$ cat config.mk
export PLATFORM = sky130hd
export DESIGN_NAME = processor_run_controller
export DESIGN_NICKNAME = d
export VERILOG_FILES = /design/src/rtl/processor_run_controller.sv
export SDC_FILE = /design/constraint.sdc
export NUM_CORES = 1
export LEC_CHECK = 0
export ABC_AREA = 1
export BUFFER_PORTS_ARGS = -buffer_cell sky130_fd_sc_hd__buf_2
export CAP_MARGIN = 20
export CORE_ASPECT_RATIO = 1.5
export CORE_MARGIN = 4
export CORE_UTILIZATION = 35
export DETAILED_ROUTE_END_ITERATION = 12
export GPL_TIMING_DRIVEN = 0
export SYNTH_ARGS = -nofsm -noshare
export SYNTH_HDL_FRONTEND = slang
export SYNTH_SLANG_ARGS = --single-unit
$ cat constraint.sdc
create_clock -name clock -period 4.3 [get_ports clock]
set_input_delay 0 -clock clock [delete_from_list [all_inputs] [get_ports clock]]
set_output_delay 0 -clock clock [all_outputs]
set_load 0.005 [all_outputs]
$ cat src/rtl/processor_run_controller.sv
// processor_run_controller
//
// Run-control sequencer for single_cycle_processor. It owns the core's
// synchronous reset and per-cycle clock enable, so the core can be held in
// reset, paused, free-run, single-stepped, stopped on a PC breakpoint, or
// halted on the all-zero halt instruction. It also counts the cycles in
// which the core executed, for the debug host.
//
// state | meaning
// ------+-----------------------------------------------------------------
// 0     | RESET_HOLD : cpu_reset asserted, hold timer counting down
// 1     | PAUSED     : core idle; start runs it, step executes one instr
// 2     | RUNNING    : core enabled until stop, halt word or breakpoint
// 3     | HALTED     : halt word reached; only restart leaves this state
//
// Ports:
//   clock, reset            system clock, synchronous active-high reset
//   cmd_start/step/stop     one-cycle command pulses from the debug host
//   cmd_restart             one-cycle pulse, re-resets the core from any state
//   bp_enable, bp_address   PC breakpoint compare
//   cpu_pc, cpu_instruction current core PC and the instruction at that PC
//   cpu_reset               registered core reset
//   cpu_enable              combinational core update enable
//   state                   current run state (table above)
//   halt_reason             0 none, 1 halt word, 2 breakpoint, 3 stop command
//   cycle_count             saturating count of enabled edges since core reset

module processor_run_controller #(
  parameter int COUNT_WIDTH  = 32,
  parameter int RESET_CYCLES = 2
) (
  input  logic                   clock,
  input  logic                   reset,
  input  logic                   cmd_start,
  input  logic                   cmd_step,
  input  logic                   cmd_stop,
  input  logic                   cmd_restart,
  input  logic                   bp_enable,
  input  logic [31:0]            bp_address,
  input  logic [31:0]            cpu_pc,
  input  logic [31:0]            cpu_instruction,
  output logic                   cpu_reset,
  output logic                   cpu_enable,
  output logic [1:0]             state,
  output logic [1:0]             halt_reason,
  output logic [COUNT_WIDTH-1:0] cycle_count
);

  localparam int HOLD_WIDTH = (RESET_CYCLES > 1) ? $clog2(RESET_CYCLES) : 1;
  localparam logic [HOLD_WIDTH-1:0] HOLD_LOAD = HOLD_WIDTH'(RESET_CYCLES - 1);

  localparam logic [1:0] REASON_NONE  = 2'd0;
  localparam logic [1:0] REASON_HALT  = 2'd1;
  localparam logic [1:0] REASON_BREAK = 2'd2;
  localparam logic [1:0] REASON_STOP  = 2'd3;

  typedef enum logic [1:0] {
    S_RESET_HOLD = 2'd0,
    S_PAUSED     = 2'd1,
    S_RUNNING    = 2'd2,
    S_HALTED     = 2'd3
  } run_state_t;

  run_state_t            state_q;
  logic [HOLD_WIDTH-1:0] hold_count;
  logic                  skip_bp;
  logic                  halt_hit;
  logic                  bp_hit;
  logic                  do_start;
  logic                  do_step;

  assign halt_hit = (cpu_instruction == 32'h0);
  // skip_bp lets a resumed run execute the instruction it was paused on.
  assign bp_hit   = bp_enable && (cpu_pc == bp_address) && !skip_bp;

  // Priority restart > stop > start > step; losers in the same cycle are dropped.
  assign do_start = cmd_start && !cmd_restart && !cmd_stop;
  assign do_step  = cmd_step && !cmd_restart && !cmd_stop && !cmd_start;

  assign state = state_q;

  // Decoded from the registered state and this cycle's inputs so a command
  // takes effect at the very edge that samples it.
  always_comb begin
    cpu_enable = 1'b0;
    if (!reset && !cmd_restart) begin
      case (state_q)
        S_PAUSED:  cpu_enable = do_step && !halt_hit;
        S_RUNNING: cpu_enable = !(cmd_stop || halt_hit || bp_hit);
        default:   cpu_enable = 1'b0;
      endcase
    end
  end

  always_ff @(posedge clock) begin
    if (reset || cmd_restart) begin
      state_q     <= S_RESET_HOLD;
      cpu_reset   <= 1'b1;
      halt_reason <= REASON_NONE;
      cycle_count <= '0;
      hold_count  <= HOLD_LOAD;
      skip_bp     <= 1'b0;
    end else begin
      if (cpu_enable && (cycle_count != '1)) begin
        cycle_count <= cycle_count + COUNT_WIDTH'(1);
      end

      case (state_q)
        S_RESET_HOLD: begin
          if (hold_count == '0) begin
            state_q   <= S_PAUSED;
            cpu_reset <= 1'b0;
          end else begin
            hold_count <= hold_count - HOLD_WIDTH'(1);
          end
        end

        S_PAUSED: begin
          if (do_start) begin
            state_q     <= S_RUNNING;
            skip_bp     <= 1'b1;
            halt_reason <= REASON_NONE;
          end else if (do_step && halt_hit) begin
            state_q     <= S_HALTED;
            halt_reason <= REASON_HALT;
          end
        end

        S_RUNNING: begin
          skip_bp <= 1'b0;
          if (cmd_stop) begin
            state_q     <= S_PAUSED;
            halt_reason <= REASON_STOP;
          end else if (halt_hit) begin
            state_q     <= S_HALTED;
            halt_reason <= REASON_HALT;
          end else if (bp_hit) begin
            state_q     <= S_PAUSED;
            halt_reason <= REASON_BREAK;
          end
        end

        default: begin
          state_q <= S_HALTED;
        end
      endcase
    end
  end

endmodule

==> impl_metrics.py, run 1 <==
metrics = {
    "status": {
        "status": "finished clean",
    },
    "finish": {
        "final_common_cell": "nand2_1",
        "antenna_cells": 0,
        "layout.nets": 874,
        "syn2layout_area_growth_pct": 27.75,
        "mostFrequentLayoutCells": "nand2_1 (166), buf_2 (144), inv_1 (140)",
        "utilization_pct": 45.99,
        "layout-drive-gt1-share_pct": 24.84,
    },
    "power": {
        "p_per_area_mw_per_mm2": 197.5,
        "finalPower_uw": 885.0,
        "leakagePower_nw": 2.382,
        "max-vdd-ir-drop_mv": 0.1266,
    },
    "clock_tree": {
        "clk_latency_ns": 0.28,
        "h-tree-depth": 2,
        "cts_resized": 0,
        "hold_buffers": 0,
        "clkTransAtPathRegs_ns": 0.06,
        "postCtsSetupBuffers": 0,
        "root_buffer": "clkbuf_16",
        "cts_tree": "done",
        "clk_path_buf_depth": 2,
        "cts_made_buffers": 5,
        "cts.sinks": 39,
    },
    "floorplan": {
        "die_w_um": 89.75,
        "io_pins": 141,
        "die_y_um": 130.6,
        "core_area_sq_mm": 0.009744,
        "rows": 44,
        "initial_core_util_pct": 36.00,
        "die_area_sq_mm": 0.01172,
    },
    "min_path": {
        "holdCritStartpoint": "reset",
        "hold_path.class": "in -> reg",
        "hold_path_depth": 4,
        "holdPathEnd": "skip_bp",
    },
    "flow_run": {
        "max_cap_violations": 0,
    },
    "timing": {
        "fmax_ghz": 0.4851,
        "tightest_slew_ns": 0.5850,
        "period_needed_ns": 2.061,
        "clock_skew_ns": 0.006033,
        "tns_ns": 0,
        "rsz0062_at_grt": "no",
        "setup_viol": 0,
        "setup_ws_ns": 2.239,
        "slew_violations": 0,
        "slew_headroom_pct": 61.00,
        "final-hold-violation-count": 0,
        "fin_crit_sh_pct": 47.94,
    },
    "drt": {
        "wire_per_inst_um": 12.23,
        "routed_wirelength_um": 10760,
        "drt_iter0_markers": 122,
        "dr.pass1.iters": 4,
        "viasPerCell": 4.710,
        "drtAntennaViolNets": 0,
        "drc_errors": 0,
        "vias": 4145,
    },
    "global_routing": {
        "antenna_found_initial": 0,
        "grt_usage_pct": 18.30,
        "grt_overflow": 0,
        "grt_pass1_wl_um": 17750,
        "grt_max_degree": 11,
        "first_global_vias": 3912,
    },
    "worst_setup_path": {
        "r2r_setup_slack_ns": 2.24,
        "reg2reg_from": "state[1]",
        "r2r-end": "cycle_count[19]",
        "cp.required_ns": 4.48,
        "cp-start-kind": "register",
        "cp-end-kind": "register",
        "cp-startpoint": "state[1]",
        "r2r_cells": 8,
        "path_class": "reg -> reg",
        "cp_max_fo": 10,
        "arrival_ns": 2.24,
    },
    "yosys": {
        "synth_top_area_share_pct": 22.25,
        "ys_warn_count": 0,
        "synthCells": 619,
        "synth_largest_area_cell": "dfxtp_1",
        "ys_top_cells_by_area": "dfxtp_1 (22%), nand2_1 (18%), inv_1 (15%)",
        "avgSynthCellArea_sq_um": 5.668,
        "synth_area_sq_mm": 0.003508,
        "syn-num-nets": 727,
        "ys_ff_latch": 39,
        "synth.distinct_cells": 37,
        "yosysSeqAreaShare_pct": 22.25,
    },
    "placement": {
        "io_buffer_count": 140,
        "place_congestion": 0.8634,
        "dp_hpwl_um": 8821,
        "place_ws_ns": 2.241,
    },
}
==> synth_stat cells <==
cell type  number
buf_6           4
xor2_1          7
o41ai_1         1
nor2_2          9
nor2_1         95
nand3b_1        2
o21ai_0         9
o2111ai_1       1
nand3_2         2
nand4_4         1
dfxtp_1        39
a21oi_1         1
a21boi_0        1
nand3_1        48
buf_2           4
o211ai_1        1
nor2_4          6
nand2_2         6
inv_2           3
buf_4           3
nor3_1          3
nor4_1          1
nand4_2         1
a221oi_1        1
nand2_4         1
nor3_2          2
nand4_1        39
clkbuf_1        5
o22ai_1         2
nand2_1       166
ha_1            5
inv_1         140
a31oi_1         2
xnor2_1         5
nor2_8          1
nor3_4          1
nand3_4         1
==> where the power goes <==
part	total, mW	internal (mW)	switching [mW]
sequential	0.368	0.365	0.00285
clock	0.348	0.209	0.139
combinational	0.169	0.0765	0.0925
total	0.885	0.650	0.235
==> worst max-delay path by stage <==
stage	slack (ns)	cells after the start	to
6_report	2.24	8	cycle_count[19]
2_1_floorplan	2.61	12	cycle_count[21]
3_5_place_dp	2.24	8	cycle_count[19]
3_3_place_gp	2.30	8	cycle_count[19]
5_1_grt	2.03	8	cycle_count[22]
4_1_cts	2.24	8	cycle_count[19]
==> through the flow <==
step | cell area (sq um) | cells | hold WS [ns]
after floorplan | 3508 | 619 | 0.1743
after global placement | 4353 | 874 | 0.3382
after detailed placement | 4353 | 874 | 0.3461
after CTS | 4482 | 880 | 0.04570
after global routing | 4482 | 880 | 0.05908
final | 4482 | 880 | 0.04239
==> registers in the layout, indices dropped and copies added (netlist names) <==
signal and count:
cycle_count 32, halt_reason 2, state 2, cpu_reset 1, hold_count 1, skip_bp 1
==> cell type report <==
| class | instances | area, sq um |
|---|---|---|
| Buffer | 16 | 106.4 |
| Clock buffer | 6 | 128.9 |
| Fill cell | 1087 | 5263 |
| Inverter | 143 | 536.8 |
| Multi-Input combinational cell | 421 | 2085 |
| Sequential cell | 39 | 780.7 |
| Tap cell | 115 | 143.9 |
| Timing Repair Buffer | 140 | 700.7 |
==> metal layers <==
metal | GRT usage, % | vias up | share of wire (%)
li1 | - | 2179 | -
met1 | 19.09 | 1809 | 39
met2 | 35.64 | 140 | 51
met3 | 4.639 | 17 | 7.4
met4 | 6.498 | 0 | 1.8
met5 | 0 | - | 0
==> critical path, stage by stage, from the launching register on <==
cell and delay [ns]:
dfxtp_1 0.40, inv_1 0.09, ha_1 0.32, inv_1 0.06, nor2_2 0.28, clkbuf_1 0.50, nand4_1 0.18, nand2_1 0.10
nor2_1 0.04
==> cells by family after synthesis <==
logic type	after synthesis	share of synthesized area, %
DFF	39	22.25
AOI/OAI and AO/OA	19	3.317
and+or+nand+nor	385	51.32
adders and majority gates	5	1.783
buffers and inverters	159	18.33
xor gates and xnor gates	12	2.996
No activity file was read; power rests on OpenSTA's default activity.
==> run 2, diff against run 1 <==
==> constraint.sdc (replaced) <==
create_clock -name clock -period 2.1 [get_ports clock]
set_input_delay 0 -clock clock [delete_from_list [all_inputs] [get_ports clock]]
set_output_delay 0 -clock clock [all_outputs]
set_load 0.005 [all_outputs]
==> run 2 against run 1 <==
Compared with the run above:
- combinational power rose by 110%
- critical path type unchanged
- critical endpoint is now cycle_count[21]
- hold slack got worse by 0.00086 ns
- cell area rose by 0.64%
==> impl_metrics.py, run 2 (synthesis results as in run 1) <==
metrics = {
    "clock_tree": {
        "hold_buffers": 0,
        "clk_path_buf_depth": 2,
        "clk_latency_ns": 0.28,
        "clkTransAtPathRegs_ns": 0.06,
        "cts_made_buffers": 5,
        "h-tree-depth": 2,
        "root_buffer": "clkbuf_16",
        "cts.sinks": 39,
        "cts_tree": "done",
    },
    "power": {
        "p_per_area_mw_per_mm2": 402.0,
        "leakagePower_nw": 2.402,
        "finalPower_mw": 1.813,
        "max-vdd-ir-drop_mv": 0.2620,
    },
    "global_routing": {
        "grt_max_degree": 11,
        "grt_usage_pct": 18.30,
        "first_global_vias": 3912,
        "grt_overflow": 0,
        "grt_pass1_wl_um": 17750,
        "antenna_found_initial": 0,
    },
    "timing": {
        "slew_violations": 0,
        "final-hold-violation-count": 0,
        "period_needed_ns": 1.884,
        "slew_headroom_pct": 68.02,
        "rsz0062_at_grt": "no",
        "fmax_ghz": 0.5308,
        "hold_ws_ns": 0.04153,
        "tightest_slew_ns": 0.4796,
        "setup_viol": 0,
        "clock_skew_ns": 0.005282,
        "fin_crit_sh_pct": 89.71,
        "tns_ns": 0,
    },
    "floorplan": {
        "io_pins": 141,
        "initial_core_util_pct": 36.00,
        "die_area_sq_mm": 0.01172,
        "die_w_um": 89.75,
        "rows": 44,
        "die_y_um": 130.6,
        "core_area_sq_mm": 0.009744,
    },
    "worst_setup_path": {
        "cp-start-kind": "register",
        "arrival_ns": 2.06,
        "cp.required_ns": 2.28,
        "r2r_cells": 12,
        "cp_max_fo": 5,
        "path_class": "reg -> reg",
        "cp-end-kind": "register",
    },
    "finish": {
        "layout-drive-gt1-share_pct": 26.11,
        "final_common_cell": "nand2_1",
        "top_register": "cycle_count",
        "syn2layout_area_growth_pct": 28.57,
        "antenna_cells": 0,
        "layout.nets": 875,
        "largest_reg_flops": 32,
        "mostFrequentLayoutCells": "nand2_1 (165), buf_2 (144), inv_1 (140)",
    },
    "status": {
        "status": "finished clean",
    },
    "drt": {
        "dr.pass1.iters": 6,
        "vias": 4156,
        "routed_wirelength_um": 10760,
        "drtAntennaViolNets": 0,
        "wire_per_inst_um": 12.21,
        "drc_errors": 0,
        "drt_iter0_markers": 110,
        "viasPerCell": 4.717,
    },
    "placement": {
        "place_congestion": 0.8634,
        "dp_hpwl_um": 8821,
        "io_buffer_count": 140,
    },
    "min_path": {
        "hold_path_depth": 4,
        "hold_path.class": "in -> reg",
    },
    "flow_run": {
        "max_cap_violations": 0,
    },
}
run 2: path summary, 6_finish.rpt:
check	slack (ns)	start	end
setup / recovery	0.22	cycle_count[0]	cycle_count[21]
hold / removal	0.04	reset	skip_bp
setup reg to reg	0.22	cycle_count[0]	cycle_count[21]
hold reg to reg	0.46	hold_count	hold_count
run 2: where the power goes:
part	total (mW)	internal, mW	switching (mW)
Clock	0.711	0.427	0.284
Combinational	0.348	0.158	0.190
Sequential	0.754	0.748	0.00585
Total	1.81	1.33	0.480
run 2: final cells by class:
type	instances	area [sq um]
Buffer	16	111.4
Clock buffer	6	128.9
Timing Repair Buffer	141	708.2
Inverter	143	536.8
Fill cell	1085	5234
Tap cell	115	143.9
Sequential cell	39	782.0
Multi-Input combinational cell	421	2100
run 2: through the flow:
stage               instances  area (sq um)  setup WS, ns  util, %
detailed placement        874          4353       0.04120    44.67
finish                    881          4511        0.2161    46.29
floorplan                 619          3508        0.4101        -
global route              881          4511       0.01920    46.29
CTS                       880          4482       0.03554    45.99
global placement          874          4353       0.09667    44.67
run 2: repair_timing:
| item | in CTS | in global routing |
|---|---|---|
| resized for setup | 0 | 14 |
| setup buffers | 0 | 1 |
| setup endpoints to repair | 0 | 32 |
run 2: worst max-delay path: stages, from the launching register on:
cell	delay (ns)
dfxtp_1	0.38
ha_1	0.22
nand2_2	0.11
nor2_4	0.15
nand3_2	0.12
nor2_4	0.21
nand3_1	0.11
nor2_2	0.18
nor2_1	0.09
nand3_1	0.08
nand2_1	0.05
inv_1	0.05
nor2_2	0.03
run 2: layer usage:
layer / up-vias / global-route usage (%) / wire (um)
met3: 17 / 4.639 / 776
met2: 129 / 35.64 / 5539
met5: - / 0 / 0
li1: 2180 / - / -
met4: 0 / 6.498 / 199
met1: 1830 / 19.09 / 4243
==> run 3, diff against run 2 <==
--- a/config.mk
+++ b/config.mk
@@ -13,6 +13,7 @@
 export CORE_UTILIZATION = 35
 export DETAILED_ROUTE_END_ITERATION = 12
 export GPL_TIMING_DRIVEN = 0
+export SETUP_SLACK_MARGIN = 0.3
 export SYNTH_ARGS = -nofsm -noshare
 export SYNTH_HDL_FRONTEND = slang
 export SYNTH_SLANG_ARGS = --single-unit
==> run 3 against run 2 <==
Compared with the run above:
- hold slack improved by 0.0093 ns
- sequential cell count unchanged
- clock power decreased by 1%
- global-route usage increased by 0.22 points
- count of clock-buffer cells in the layout unchanged
- clock skew about the same
- wire length increased by 2.1%
- cell area increased by 6.1%
- combinational power increased by 5%
==> impl_metrics.py, run 3 (synthesis results as in run 1) <==
metrics = {
    "finish": {
        "layout.nets": 891,
        "mostFrequentLayoutCells": "nand2_1 (162), buf_2 (143), inv_1 (136)",
        "final_common_cell": "nand2_1",
        "largest_reg_flops": 32,
        "top_register": "cycle_count",
        "utilization_pct": 49.10,
        "antenna_cells": 0,
        "register_area_sq_um": 805.8,
        "layout-drive-gt1-share_pct": 31.71,
        "fillers": 1047,
        "syn2layout_area_growth_pct": 36.38,
        "multiInputGateArea_sq_mm": 0.002202,
    },
    "placement": {
        "dp_hpwl_um": 8821,
        "place_congestion": 0.8634,
        "io_buffer_count": 140,
    },
    "timing": {
        "slew_headroom_pct": 68.77,
        "fin_crit_sh_pct": 83.43,
        "tns_ns": 0,
        "rsz0062_at_grt": "yes",
        "slew_violations": 0,
        "setup_viol": 0,
        "clock_skew_ns": 0.005255,
        "period_needed_ns": 1.752,
        "fmax_ghz": 0.5708,
        "tightest_slew_ns": 0.4684,
        "final-hold-violation-count": 0,
    },
    "power": {
        "finalPower_mw": 1.822,
        "p_per_area_mw_per_mm2": 380.7,
        "leakagePower_nw": 2.530,
        "max-vdd-ir-drop_mv": 0.2537,
    },
    "global_routing": {
        "antenna_found_initial": 0,
        "first_global_vias": 3952,
        "grt_usage_pct": 18.53,
        "grt_pass1_wl_um": 18030,
        "grt_overflow": 0,
        "grt_max_degree": 11,
    },
    "drt": {
        "drtAntennaViolNets": 0,
        "drc_errors": 0,
        "wire_per_inst_um": 12.24,
        "drt_iter0_markers": 118,
        "dr.pass1.iters": 4,
        "routed_wirelength_um": 10980,
        "viasPerCell": 4.730,
        "vias": 4243,
    },
    "worst_setup_path": {
        "cp_max_fo": 4,
        "arrival_ns": 1.93,
        "r2r_setup_slack_ns": 0.35,
        "cp-end-kind": "register",
        "cp.required_ns": 2.28,
        "path_class": "reg -> reg",
        "cp-start-kind": "register",
    },
    "floorplan": {
        "die_w_um": 89.75,
        "core_area_sq_mm": 0.009744,
        "initial_core_util_pct": 36.00,
        "die_area_sq_mm": 0.01172,
        "die_y_um": 130.6,
        "rows": 44,
        "io_pins": 141,
    },
    "clock_tree": {
        "cts.sinks": 39,
        "h-tree-depth": 2,
        "root_buffer": "clkbuf_16",
        "clk_path_buf_depth": 2,
        "cts_made_buffers": 5,
        "cts_tree": "done",
        "clk_latency_ns": 0.28,
        "clkTransAtPathRegs_ns": 0.05,
    },
    "status": {
        "status": "finished clean",
    },
    "min_path": {
        "hold_path.class": "in -> reg",
    },
    "flow_run": {
        "max_cap_violations": 0,
    },
}
==> run 3: cell count changes in the layout (fill, tap and decap cells not counted), moves of 4 or more <==
cell | before | now
nand3_1 | 48 | 43
dfxtp_1 | 38 | 23
inv_2 | 3 | 7
nand3_2 | 2 | 7
clkbuf_2 | 4 | 0
dfxtp_2 | 1 | 14
inv_1 | 140 | 136
buf_4 | 4 | 19
==> run 3: power by group <==
part	switching (mW)	leakage (nW)	internal, mW	total [mW]
Clock	0.277	0.0628	0.427	0.704
Combinational	0.194	2.14	0.171	0.366
Sequential	0.00698	0.323	0.746	0.753
Total	0.478	2.53	1.34	1.82
==> run 3: final timing paths <==
kind / start / to / cells past startpoint
setup reg to reg: cycle_count[1] / cycle_count[21] / 12
hold / removal: cmd_start / skip_bp / 3
setup / recovery: cycle_count[1] / cycle_count[21] / 12
hold reg to reg: cpu_reset / cpu_reset / 2
==> run 3: cell type report <==
| cell class | count | share of cell area (%) |
|---|---|---|
| Clock buffer | 6 | 2.694 |
| Timing Repair Buffer | 157 | 17.39 |
| Sequential cell | 39 | 16.84 |
| Inverter | 143 | 11.22 |
| Tap cell | 115 | 3.007 |
| Buffer | 16 | 2.824 |
| Multi-Input combinational cell | 421 | 46.03 |
==> run 3: critical path, stage by stage (launching register included) <==
cell and delay [ns]:
dfxtp_4 0.37, ha_4 0.16, nand2_4 0.06, nor2_4 0.17, nand3_2 0.12, nor2_4 0.18
nand3_2 0.09, nor2_2 0.20, nor2_1 0.09, nand3_1 0.08, nand2_1 0.05, inv_1 0.05
nor2_2 0.03
==> run 3: per-layer routing <==
layer | vias to the layer above | GRT usage (%) | routed length, um
li1 | 2217 | - | -
met1 | 1876 | 19.34 | 4239
met2 | 138 | 36.26 | 5789
met3 | 12 | 4.639 | 766
met4 | 0 | 6.227 | 184
met5 | - | 0 | 0
==> run 3: what timing repair did <==
item / CTS / global route
pin swaps: 6 / 31
buffers inserted: 6 / 11
hold buffers: 0 / 0
endpoints found under the setup margin: 33 / 33
resized for setup: 29 / 33
==> run 3: metrics by stage <==
stage	worst slack (ns)	area [sq um]	hold slack [ns]	std cells
6_report	0.3479	4785	0.05083	897
5_1_grt	0.2176	4785	0.06341	897
2_1_floorplan	0.4101	3508	0.1743	619
3_3_place_gp	0.09667	4353	0.3382	874
3_5_place_dp	0.04120	4353	0.3461	874
4_1_cts	0.3089	4626	0.04936	886
